===== src/rtl/id_pkg.sv =====
// Shared decode constants for the ID stage: MIPS opcode/funct encodings,
// ALU operation codes and the ID/EX control bundle.
package id_pkg;

    localparam logic [5:0] OP_RTYPE = 6'b000000;
    localparam logic [5:0] OP_ADDI  = 6'b001000;
    localparam logic [5:0] OP_LW    = 6'b100011;
    localparam logic [5:0] OP_SW    = 6'b101011;
    localparam logic [5:0] OP_BEQ   = 6'b000100;
    localparam logic [5:0] OP_BNE   = 6'b000101;
    localparam logic [5:0] OP_J     = 6'b000010;

    localparam logic [5:0] FUNCT_ADD = 6'b100000;
    localparam logic [5:0] FUNCT_SUB = 6'b100010;
    localparam logic [5:0] FUNCT_AND = 6'b100100;
    localparam logic [5:0] FUNCT_OR  = 6'b100101;
    localparam logic [5:0] FUNCT_SLT = 6'b101010;

    typedef enum logic [2:0] {
        ALU_ADD = 3'd0,
        ALU_SUB = 3'd1,
        ALU_AND = 3'd2,
        ALU_OR  = 3'd3,
        ALU_SLT = 3'd4
    } alu_op_e;

    typedef struct packed {
        logic    valid;
        logic    reg_write;
        logic    mem_read;
        logic    mem_write;
        logic    alu_src;
        alu_op_e alu_op;
    } ex_ctrl_t;

    typedef struct packed {
        logic    legal;
        alu_op_e op;
    } rtype_t;

    localparam ex_ctrl_t CTRL_BUBBLE = '0;

    // Maps an R-type funct field to its ALU operation; legal=0 for anything unsupported.
    function automatic rtype_t rtype_decode(input logic [5:0] funct);
        rtype_t r;
        r.legal = 1'b1;
        r.op    = ALU_ADD;
        case (funct)
            FUNCT_ADD: r.op = ALU_ADD;
            FUNCT_SUB: r.op = ALU_SUB;
            FUNCT_AND: r.op = ALU_AND;
            FUNCT_OR:  r.op = ALU_OR;
            FUNCT_SLT: r.op = ALU_SLT;
            default:   r.legal = 1'b0;
        endcase
        return r;
    endfunction

endpackage


===== src/rtl/id_if.sv =====
// Bundle between fetch/writeback and the decode stage. The master side
// supplies instruction words and writeback; the slave (id_stage) returns the
// branch/jump strobes and the registered ID/EX contents.
interface id_if #(
    parameter int DATA_W = 32,
    parameter int ADDR_W = 5
);
    logic [31:0]       instr_if;
    logic [31:0]       instr_id;
    logic              wb_we;
    logic [ADDR_W-1:0] wb_addr;
    logic [DATA_W-1:0] wb_data;

    logic              branch;
    logic              jump;
    logic              ex_valid;
    logic              ex_reg_write;
    logic              ex_mem_read;
    logic              ex_mem_write;
    logic              ex_alu_src;
    logic [2:0]        ex_alu_op;
    logic [DATA_W-1:0] ex_rs_data;
    logic [DATA_W-1:0] ex_rt_data;
    logic [DATA_W-1:0] ex_imm;
    logic [ADDR_W-1:0] ex_dst;
    logic              ill_instr;

    modport master (
        output instr_if, instr_id, wb_we, wb_addr, wb_data,
        input  branch, jump, ex_valid, ex_reg_write, ex_mem_read, ex_mem_write,
               ex_alu_src, ex_alu_op, ex_rs_data, ex_rt_data, ex_imm, ex_dst, ill_instr
    );

    modport slave (
        input  instr_if, instr_id, wb_we, wb_addr, wb_data,
        output branch, jump, ex_valid, ex_reg_write, ex_mem_read, ex_mem_write,
               ex_alu_src, ex_alu_op, ex_rs_data, ex_rt_data, ex_imm, ex_dst, ill_instr
    );
endinterface


===== src/rtl/id_regfile.sv =====
// 32x32 register file: two combinational read ports, one write port, $0
// hard-wired to zero, async active-low reset clearing every entry.
// Optional macro ID_WB_BYPASS_EN makes a same-cycle writeback visible on the
// read ports (write-through); without it reads see only the stored value.
module id_regfile #(
    parameter int DATA_W = 32,
    parameter int ADDR_W = 5
) (
    input  logic              clk,
    input  logic              reset,
    input  logic [ADDR_W-1:0] rs_addr,
    input  logic [ADDR_W-1:0] rt_addr,
    output logic [DATA_W-1:0] rs_data,
    output logic [DATA_W-1:0] rt_data,
    input  logic              wb_we,
    input  logic [ADDR_W-1:0] wb_addr,
    input  logic [DATA_W-1:0] wb_data
);
    localparam int NREG = 1 << ADDR_W;

    logic [DATA_W-1:0] regs [NREG];
    logic              wb_hit;

    assign wb_hit = wb_we && (wb_addr != '0);

    // Storage update; $0 is never written so it keeps its reset value of zero.
    always_ff @(posedge clk or negedge reset) begin
        if (!reset) begin
            for (int i = 0; i < NREG; i++) begin
                regs[i] <= '0;
            end
        end else if (wb_hit) begin
            regs[wb_addr] <= wb_data;
        end
    end

    // Read port rs, optionally forwarding the writeback value, $0 forced to zero.
    always_comb begin
        rs_data = regs[rs_addr];
`ifdef ID_WB_BYPASS_EN
        if (wb_hit && (wb_addr == rs_addr)) begin
            rs_data = wb_data;
        end
`endif
        if (rs_addr == '0) begin
            rs_data = '0;
        end
    end

    // Read port rt, same rules as rs.
    always_comb begin
        rt_data = regs[rt_addr];
`ifdef ID_WB_BYPASS_EN
        if (wb_hit && (wb_addr == rt_addr)) begin
            rt_data = wb_data;
        end
`endif
        if (rt_addr == '0) begin
            rt_data = '0;
        end
    end

endmodule


===== src/rtl/id_stage.sv =====
// Instruction-decode stage of the 5-stage MIPS pipeline: decodes instr_id,
// reads the register file, resolves beq/bne in this cycle, flags j in the
// fetch word, and registers the result into ID/EX. Unsupported encodings
// load a bubble and set a sticky ill_instr flag.
// Optional macro ID_WB_BYPASS_EN (see id_regfile) enables writeback-to-decode
// forwarding.
module id_stage
    import id_pkg::*;
#(
    parameter int DATA_W = 32,
    parameter int ADDR_W = 5
) (
    input logic clk,
    input logic reset,
    id_if.slave bus
);
    logic [5:0]        opcode;
    logic [5:0]        funct;
    logic [ADDR_W-1:0] rs_addr;
    logic [ADDR_W-1:0] rt_addr;
    logic [ADDR_W-1:0] rd_addr;
    logic [DATA_W-1:0] rs_data;
    logic [DATA_W-1:0] rt_data;
    logic [DATA_W-1:0] imm_ext;

    ex_ctrl_t          ctrl_d;
    ex_ctrl_t          ctrl_q;
    rtype_t            rtype;
    logic [ADDR_W-1:0] dst_d;
    logic [ADDR_W-1:0] dst_q;
    logic              illegal;
    logic              is_beq;
    logic              is_bne;
    logic [DATA_W-1:0] rs_q;
    logic [DATA_W-1:0] rt_q;
    logic [DATA_W-1:0] imm_q;
    logic              ill_q;

    assign opcode  = bus.instr_id[31:26];
    assign funct   = bus.instr_id[5:0];
    assign rs_addr = bus.instr_id[21 +: ADDR_W];
    assign rt_addr = bus.instr_id[16 +: ADDR_W];
    assign rd_addr = bus.instr_id[11 +: ADDR_W];
    assign imm_ext = {{(DATA_W-16){bus.instr_id[15]}}, bus.instr_id[15:0]};
    assign rtype   = rtype_decode(funct);

    id_regfile #(
        .DATA_W (DATA_W),
        .ADDR_W (ADDR_W)
    ) u_regfile (
        .clk     (clk),
        .reset   (reset),
        .rs_addr (rs_addr),
        .rt_addr (rt_addr),
        .rs_data (rs_data),
        .rt_data (rt_data),
        .wb_we   (bus.wb_we),
        .wb_addr (bus.wb_addr),
        .wb_data (bus.wb_data)
    );

    // Control decode; anything that does no EX work (nop, branches, jump, illegal) stays a bubble.
    always_comb begin
        ctrl_d  = CTRL_BUBBLE;
        dst_d   = '0;
        illegal = 1'b0;
        is_beq  = 1'b0;
        is_bne  = 1'b0;
        if (bus.instr_id != '0) begin
            case (opcode)
                OP_RTYPE: begin
                    if (rtype.legal) begin
                        ctrl_d.valid     = 1'b1;
                        ctrl_d.reg_write = 1'b1;
                        ctrl_d.alu_op    = rtype.op;
                        dst_d            = rd_addr;
                    end else begin
                        illegal = 1'b1;
                    end
                end
                OP_ADDI: begin
                    ctrl_d.valid     = 1'b1;
                    ctrl_d.reg_write = 1'b1;
                    ctrl_d.alu_src   = 1'b1;
                    dst_d            = rt_addr;
                end
                OP_LW: begin
                    ctrl_d.valid     = 1'b1;
                    ctrl_d.reg_write = 1'b1;
                    ctrl_d.mem_read  = 1'b1;
                    ctrl_d.alu_src   = 1'b1;
                    dst_d            = rt_addr;
                end
                OP_SW: begin
                    ctrl_d.valid     = 1'b1;
                    ctrl_d.mem_write = 1'b1;
                    ctrl_d.alu_src   = 1'b1;
                end
                OP_BEQ:  is_beq = 1'b1;
                OP_BNE:  is_bne = 1'b1;
                OP_J:    ;
                default: illegal = 1'b1;
            endcase
        end
    end

    assign bus.branch = (is_beq && (rs_data == rt_data)) || (is_bne && (rs_data != rt_data));
    assign bus.jump   = (bus.instr_if[31:26] == OP_J);

    // ID/EX pipeline register and sticky illegal flag; bubbles carry zero data.
    always_ff @(posedge clk or negedge reset) begin
        if (!reset) begin
            ctrl_q <= CTRL_BUBBLE;
            dst_q  <= '0;
            rs_q   <= '0;
            rt_q   <= '0;
            imm_q  <= '0;
            ill_q  <= 1'b0;
        end else begin
            ctrl_q <= ctrl_d;
            dst_q  <= dst_d;
            rs_q   <= ctrl_d.valid ? rs_data : '0;
            rt_q   <= ctrl_d.valid ? rt_data : '0;
            imm_q  <= ctrl_d.valid ? imm_ext : '0;
            ill_q  <= ill_q | illegal;
        end
    end

    assign bus.ex_valid     = ctrl_q.valid;
    assign bus.ex_reg_write = ctrl_q.reg_write;
    assign bus.ex_mem_read  = ctrl_q.mem_read;
    assign bus.ex_mem_write = ctrl_q.mem_write;
    assign bus.ex_alu_src   = ctrl_q.alu_src;
    assign bus.ex_alu_op    = ctrl_q.alu_op;
    assign bus.ex_rs_data   = rs_q;
    assign bus.ex_rt_data   = rt_q;
    assign bus.ex_imm       = imm_q;
    assign bus.ex_dst       = dst_q;
    assign bus.ill_instr    = ill_q;

endmodule


===== src/flat_wrapper.sv =====
// flat-port wrapper written by rule: the top's interface ports become plain ports
module id_stage_flat import id_pkg::*;
#(
    parameter int DATA_W = 32,
    parameter int ADDR_W = 5
)
  (clk, reset, bus_instr_if, bus_instr_id, bus_wb_we, bus_wb_addr, bus_wb_data, bus_branch, bus_jump, bus_ex_valid, bus_ex_reg_write, bus_ex_mem_read, bus_ex_mem_write, bus_ex_alu_src, bus_ex_alu_op, bus_ex_rs_data, bus_ex_rt_data, bus_ex_imm, bus_ex_dst, bus_ill_instr);
  id_if #(.DATA_W(DATA_W), .ADDR_W(ADDR_W)) bus_i ();
  input logic clk;
  input logic reset;
  input wire logic [$bits(bus_i.instr_if)-1:0] bus_instr_if;
  input wire logic [$bits(bus_i.instr_id)-1:0] bus_instr_id;
  input wire logic [$bits(bus_i.wb_we)-1:0] bus_wb_we;
  input wire logic [$bits(bus_i.wb_addr)-1:0] bus_wb_addr;
  input wire logic [$bits(bus_i.wb_data)-1:0] bus_wb_data;
  output wire logic [$bits(bus_i.branch)-1:0] bus_branch;
  output wire logic [$bits(bus_i.jump)-1:0] bus_jump;
  output wire logic [$bits(bus_i.ex_valid)-1:0] bus_ex_valid;
  output wire logic [$bits(bus_i.ex_reg_write)-1:0] bus_ex_reg_write;
  output wire logic [$bits(bus_i.ex_mem_read)-1:0] bus_ex_mem_read;
  output wire logic [$bits(bus_i.ex_mem_write)-1:0] bus_ex_mem_write;
  output wire logic [$bits(bus_i.ex_alu_src)-1:0] bus_ex_alu_src;
  output wire logic [$bits(bus_i.ex_alu_op)-1:0] bus_ex_alu_op;
  output wire logic [$bits(bus_i.ex_rs_data)-1:0] bus_ex_rs_data;
  output wire logic [$bits(bus_i.ex_rt_data)-1:0] bus_ex_rt_data;
  output wire logic [$bits(bus_i.ex_imm)-1:0] bus_ex_imm;
  output wire logic [$bits(bus_i.ex_dst)-1:0] bus_ex_dst;
  output wire logic [$bits(bus_i.ill_instr)-1:0] bus_ill_instr;
  assign bus_i.instr_if = bus_instr_if;
  assign bus_i.instr_id = bus_instr_id;
  assign bus_i.wb_we = bus_wb_we;
  assign bus_i.wb_addr = bus_wb_addr;
  assign bus_i.wb_data = bus_wb_data;
  assign bus_branch = bus_i.branch;
  assign bus_jump = bus_i.jump;
  assign bus_ex_valid = bus_i.ex_valid;
  assign bus_ex_reg_write = bus_i.ex_reg_write;
  assign bus_ex_mem_read = bus_i.ex_mem_read;
  assign bus_ex_mem_write = bus_i.ex_mem_write;
  assign bus_ex_alu_src = bus_i.ex_alu_src;
  assign bus_ex_alu_op = bus_i.ex_alu_op;
  assign bus_ex_rs_data = bus_i.ex_rs_data;
  assign bus_ex_rt_data = bus_i.ex_rt_data;
  assign bus_ex_imm = bus_i.ex_imm;
  assign bus_ex_dst = bus_i.ex_dst;
  assign bus_ill_instr = bus_i.ill_instr;
  id_stage #(.DATA_W(DATA_W), .ADDR_W(ADDR_W)) u_core (.clk(clk), .reset(reset), .bus(bus_i));
endmodule

===== config.mk =====
export PLATFORM = sky130hd
export DESIGN_NAME = id_stage_flat
export DESIGN_NICKNAME = d
export VERILOG_FILES = /design/src/rtl/id_pkg.sv /design/src/rtl/id_if.sv /design/src/rtl/id_regfile.sv /design/src/rtl/id_stage.sv /design/src/flat_wrapper.sv
export SDC_FILE = /design/constraint.sdc
export NUM_CORES = 2
export LEC_CHECK = 0
export CAP_MARGIN = 10
export CORE_MARGIN = 4
export CORE_UTILIZATION = 40
export DETAILED_ROUTE_END_ITERATION = 6
export PLACE_DENSITY = 0.55
export SYNTH_ARGS = -nofsm -noshare
export SYNTH_HDL_FRONTEND = slang
export SYNTH_SLANG_ARGS = --single-unit
export TNS_END_PERCENT = 30

===== constraint.sdc =====
create_clock -name clk -period 5.6 [get_ports clk]
set_input_delay 1.12 -clock clk [delete_from_list [all_inputs] [get_ports clk]]
set_output_delay 1.12 -clock clk [all_outputs]
set_load 0.01 [all_outputs]

==> summary.txt <==
Run status
  – Status: finished, violations left
  – Violated checks: setup timing

Critical path
  – CP endpoint: bus_branch
  – CP delay by family, top: simple AND/OR/NAND/NOR gates
  – Arrival time worst endpoint: 4.70 ns
  – Worst path max stage delay: 0.57 ns
  – Worst setup SP type: primary input
  – R2R Path Start: u_core.u_regfile.regs[102]
  – Critical Path End Type: output pin
  – Reg-to-reg endpoint: u_core.bus.ex_rt_data[6]
  – Critical Path Stages: 16
  – Register-to-Register Setup Slack: 3.41 ns
  – Crit path max fanout: 14
  – Required @ worst endpoint: 4.48 ns
  – R2r worst-path depth: 8
  – Crit Path Category: in -> out
  – Crit path max-delay cell type: or4b_4
  – Most frequent CP cell: buf_4
  – CP startpoint: bus_instr_id[18]
  – Cell chain of the critical path: clkbuf_8 > buf_4 > nand2b_1 > buf_4 > o22ai_1 > a21oi_1 > a211oi_2 > buf_4 > buf_4 > a21oi_1 > o2111ai_2 > or4_4 > nor3_2 > or4b_4 > mux2i_2 > buf_2
  – Worst path bufs/invs: 6

Pwr
  – Comb pwr share: 0.217
  – P_leak: 31.2 nW
  – Net Sw Frac: 0.278
  – Pwr Density: 348 mW/mm^2
  – Clock power frac: 0.357
  – Switching power: 6.89 mW
  – Worst vdd ir: 0.236 mV
  – Sequential power share: 0.426
  – Int Power: 17.9 mW
  – Total power: 24.8 mW

Synth
  – Synth cell types: 69
  – Mapped Area: 0.0583 mm^2
  – Post-Synthesis Cells: 3,970
  – Post-synthesis sequential area ratio: 0.480
  – Largest area contributor in the netlist: dfrtp_1
  – Yosys top cell area share: 0.480
  – Syn_nets: 4,074
  – Synth Flop Type: dfrtp_1
  – Synth Area per Inst: 14.7 um^2
  – EDFF count, synth: 0
  – Async SR Flop Fraction: 1.00
  – Synth area leaders: dfrtp_1 48%, mux2_2 20%, mux4_2 17%
  – Synth warn: 0
  – Post-synthesis register bit count: 1,118

Floorplan
  – Die width: 390 um
  – FP Rows: 139
  – Vert. Die Dim: 390 um
  – Area of the core: 0.144 mm^2
  – # IOs: 216
  – Die ar.: 0.152 mm^2
  – Initial core utilization: 0.404

Global routing
  – Largest net degree at the start of global routing: 115
  – First-pass GRT wire length: 304 mm
  – Grt total ovfl: 0
  – Initial antenna violation count: 8
  – Tot GR Track Use: 0.278
  – Vias in the first global route: 40,600

Place
  – Cell count after placement: 6,158
  – # port buffers: 189
  – GPL Wtd Cong: 0.843
  – Placed cell areas: 0.0655 mm^2
  – Dpl hpwl: 134 mm
  – Pre-CTS setup slack: -1.58 ns

Cells and area
  – Fin cells: 6,457
  – Fin nets: 4,549
  – Layout cells sized above 1: 0.519
  – Most common cell after layout, fill and taps aside: dfrtp_1
  – FILL cells: 12,400
  – Post-route cell area: 0.0713 mm^2
  – Layout Area Growth over Synthesis: 22.4%
  – Most frequent cells in the layout: 1,118 x dfrtp_1, 1,013 x mux2_2, 449 x buf_4, 438 x mux4_2, 241 x mux2i_1

Routing
  – M1 wire length: 91.5 mm
  – Vias post-DR: 39,600
  – Vias per inst: 6.13
  – Antenna-violating nets left: 0
  – Routed wire per std cell: 32.8 um
  – Drt drc: 0
  – Met3 WL: 14.7 mm
  – Drt first pass iters: 5
  – Met2 routed WL: 98.2 mm
  – Initial DRC count: 3,510
  – Drt total wl: 212 mm
  – Top Metal Used: met5

Clock tree
  – Clock-pin slew on the worst setup and hold paths: 0.06 ns
  – Post-cts hold buffer count: 0
  – Clock Sinks: 1,118
  – Max Buffers Root-to-Sink: 3
  – CTS Root Cell: clkbuf_16
  – Clk Latency, worst-skew pair: 0.78 ns
  – Num CTS Buffers: 132
  – Clock H-tree levels: 4
  – CTS tree: built

STA
  – Fmax: 172 MHz
  – Hold Violations, Final: 0
  – Worst Max-Slew Pin Slew: 1.24 ns
  – Final WS setup: -0.223 ns
  – Min Hold Slack: 0.372 ns
  – RSZ-0062 raised after global routing: true
  – Crit path time final: 5.82 ns
  – Setup Skew: 0.0198 ns
  – Slew Viols, Final: 0
  – Period utilization: 1.04
  – Slew headroom: 0.168
  – Final Setup Violations: 1

Flow run
  – # Max-Cap Violations: 0

Worst hold path
  – HP Class: reg -> reg
kinds of logic after synthesis:
kind of cell | count (synthesis) | synth area share
AO/OA/AOI/OAI | 307 | 0.0358
AND/OR/NAND/NOR | 381 | 0.0308
buffers and inverters | 433 | 0.0393
multiplexers | 1701 | 0.409
XOR/XNOR | 30 | 0.00451
flip-flops | 1118 | 0.480
what timing repair did:
item                       4_1_cts  5_1_grt
setup buffers                   31       19
gates resized for setup         95       36
pin swaps                       25       20
setup endpoints to repair        1        1
gates cloned                     9        0
worst reg2reg max path, stage by stage (launching register included):
cell and delay [ns]:
dfrtp_1 0.39, mux4_2 0.48, nor2b_1 0.14, a211oi_1 0.21, a21oi_1 0.07, a222oi_1 0.43, buf_4 0.19, buf_4 0.13
nor2_1 0.04
stage by stage:
step	utilization	TNS (ns)
6_report	0.494	-0.223
2_1_floorplan	-	0
3_5_place_dp	0.455	-1.58
4_1_cts	0.492	-0.255
5_1_grt	0.494	-0.370
3_3_place_gp	0.455	-1.64
power groups by stage:
stage | clock (mW) | sequential, mW | combinational (mW)
after floorplan | 0 | 10.3 | 3.47
after global placement | 0 | 10.6 | 5.11
after detailed placement | 0 | 10.6 | 5.18
after CTS | 9.01 | 10.5 | 5.34
after global routing | 9.34 | 10.7 | 5.73
final | 8.86 | 10.6 | 5.38
worst min-delay path by stage:
stage	from	end	slack, ns	cells after the start
2_1_floorplan	u_core.u_regfile.regs[1004]	u_core.u_regfile.regs[1004]	0.42	1
3_3_place_gp	u_core.u_regfile.regs[1014]	u_core.u_regfile.regs[1014]	0.36	0
3_5_place_dp	u_core.u_regfile.regs[1021]	u_core.u_regfile.regs[1021]	0.36	0
4_1_cts	u_core.u_regfile.regs[1010]	u_core.u_regfile.regs[1010]	0.38	0
5_1_grt	u_core.u_regfile.regs[1021]	u_core.u_regfile.regs[1021]	0.38	0
6_report	u_core.u_regfile.regs[1021]	u_core.u_regfile.regs[1021]	0.37	0
registers in the layout, indices dropped and copies added (netlist names):
register                 count
u_core.bus.ex_valid          1
u_core.u_regfile.regs     1024
u_core.bus.ex_rt_data       32
u_core.bus.ex_alu_src        1
u_core.bus.ex_alu_op         3
u_core.bus.ex_dst            5
u_core.bus.ex_rs_data       32
u_core.bus.ex_mem_read       1
u_core.bus.ex_reg_write      1
u_core.bus.ex_imm           16
u_core.bus.ex_mem_write      1
u_core.bus.ill_instr         1
area by class of cell:
| type | instances | area (um^2) | share of cell area |
|---|---|---|---|
| clock buffer | 192 | 3920 | 0.0550 |
| tap | 1903 | 2380 | 0.0334 |
| antenna | 5 | 12.5 | 0.000176 |
| inverter | 9 | 37.5 | 0.000527 |
| multi-input combinational | 2419 | 28600 | 0.401 |
| timing repair buffer | 765 | 7860 | 0.110 |
| clock inverter | 46 | 524 | 0.00735 |
| sequential | 1118 | 28000 | 0.392 |
layer usage:
metal / global-route usage / vias up
met5: 0 / -
met4: 0.0892 / 6
met3: 0.0536 / 352
met2: 0.436 / 1591
met1: 0.391 / 21500
li1: - / 16100
synthesized netlist by cell type (all sizes together), types with 3 or more instances:
cell type / n
or2: 6
o22ai: 51
buf: 205
mux2: 1014
mux4: 443
a211oi: 10
nor4: 6
inv: 8
a22o: 13
nor3: 10
o21ai: 46
a32oi: 5
o2111ai: 3
clkbuf: 219
mux2i: 244
a21oi: 65
dfrtp: 1118
a221oi: 25
and2: 6
nand3: 36
xnor2: 19
nand2b: 10
nand3b: 4
nor2: 123
a21o: 5
o211ai: 5
nor2b: 41
nand2: 104
nand4: 17
o221ai: 5
a22oi: 51
o32ai: 6
a221o: 6
nor3b: 5
xor2: 11
Note: power is estimated with default switching activity, not from simulation.
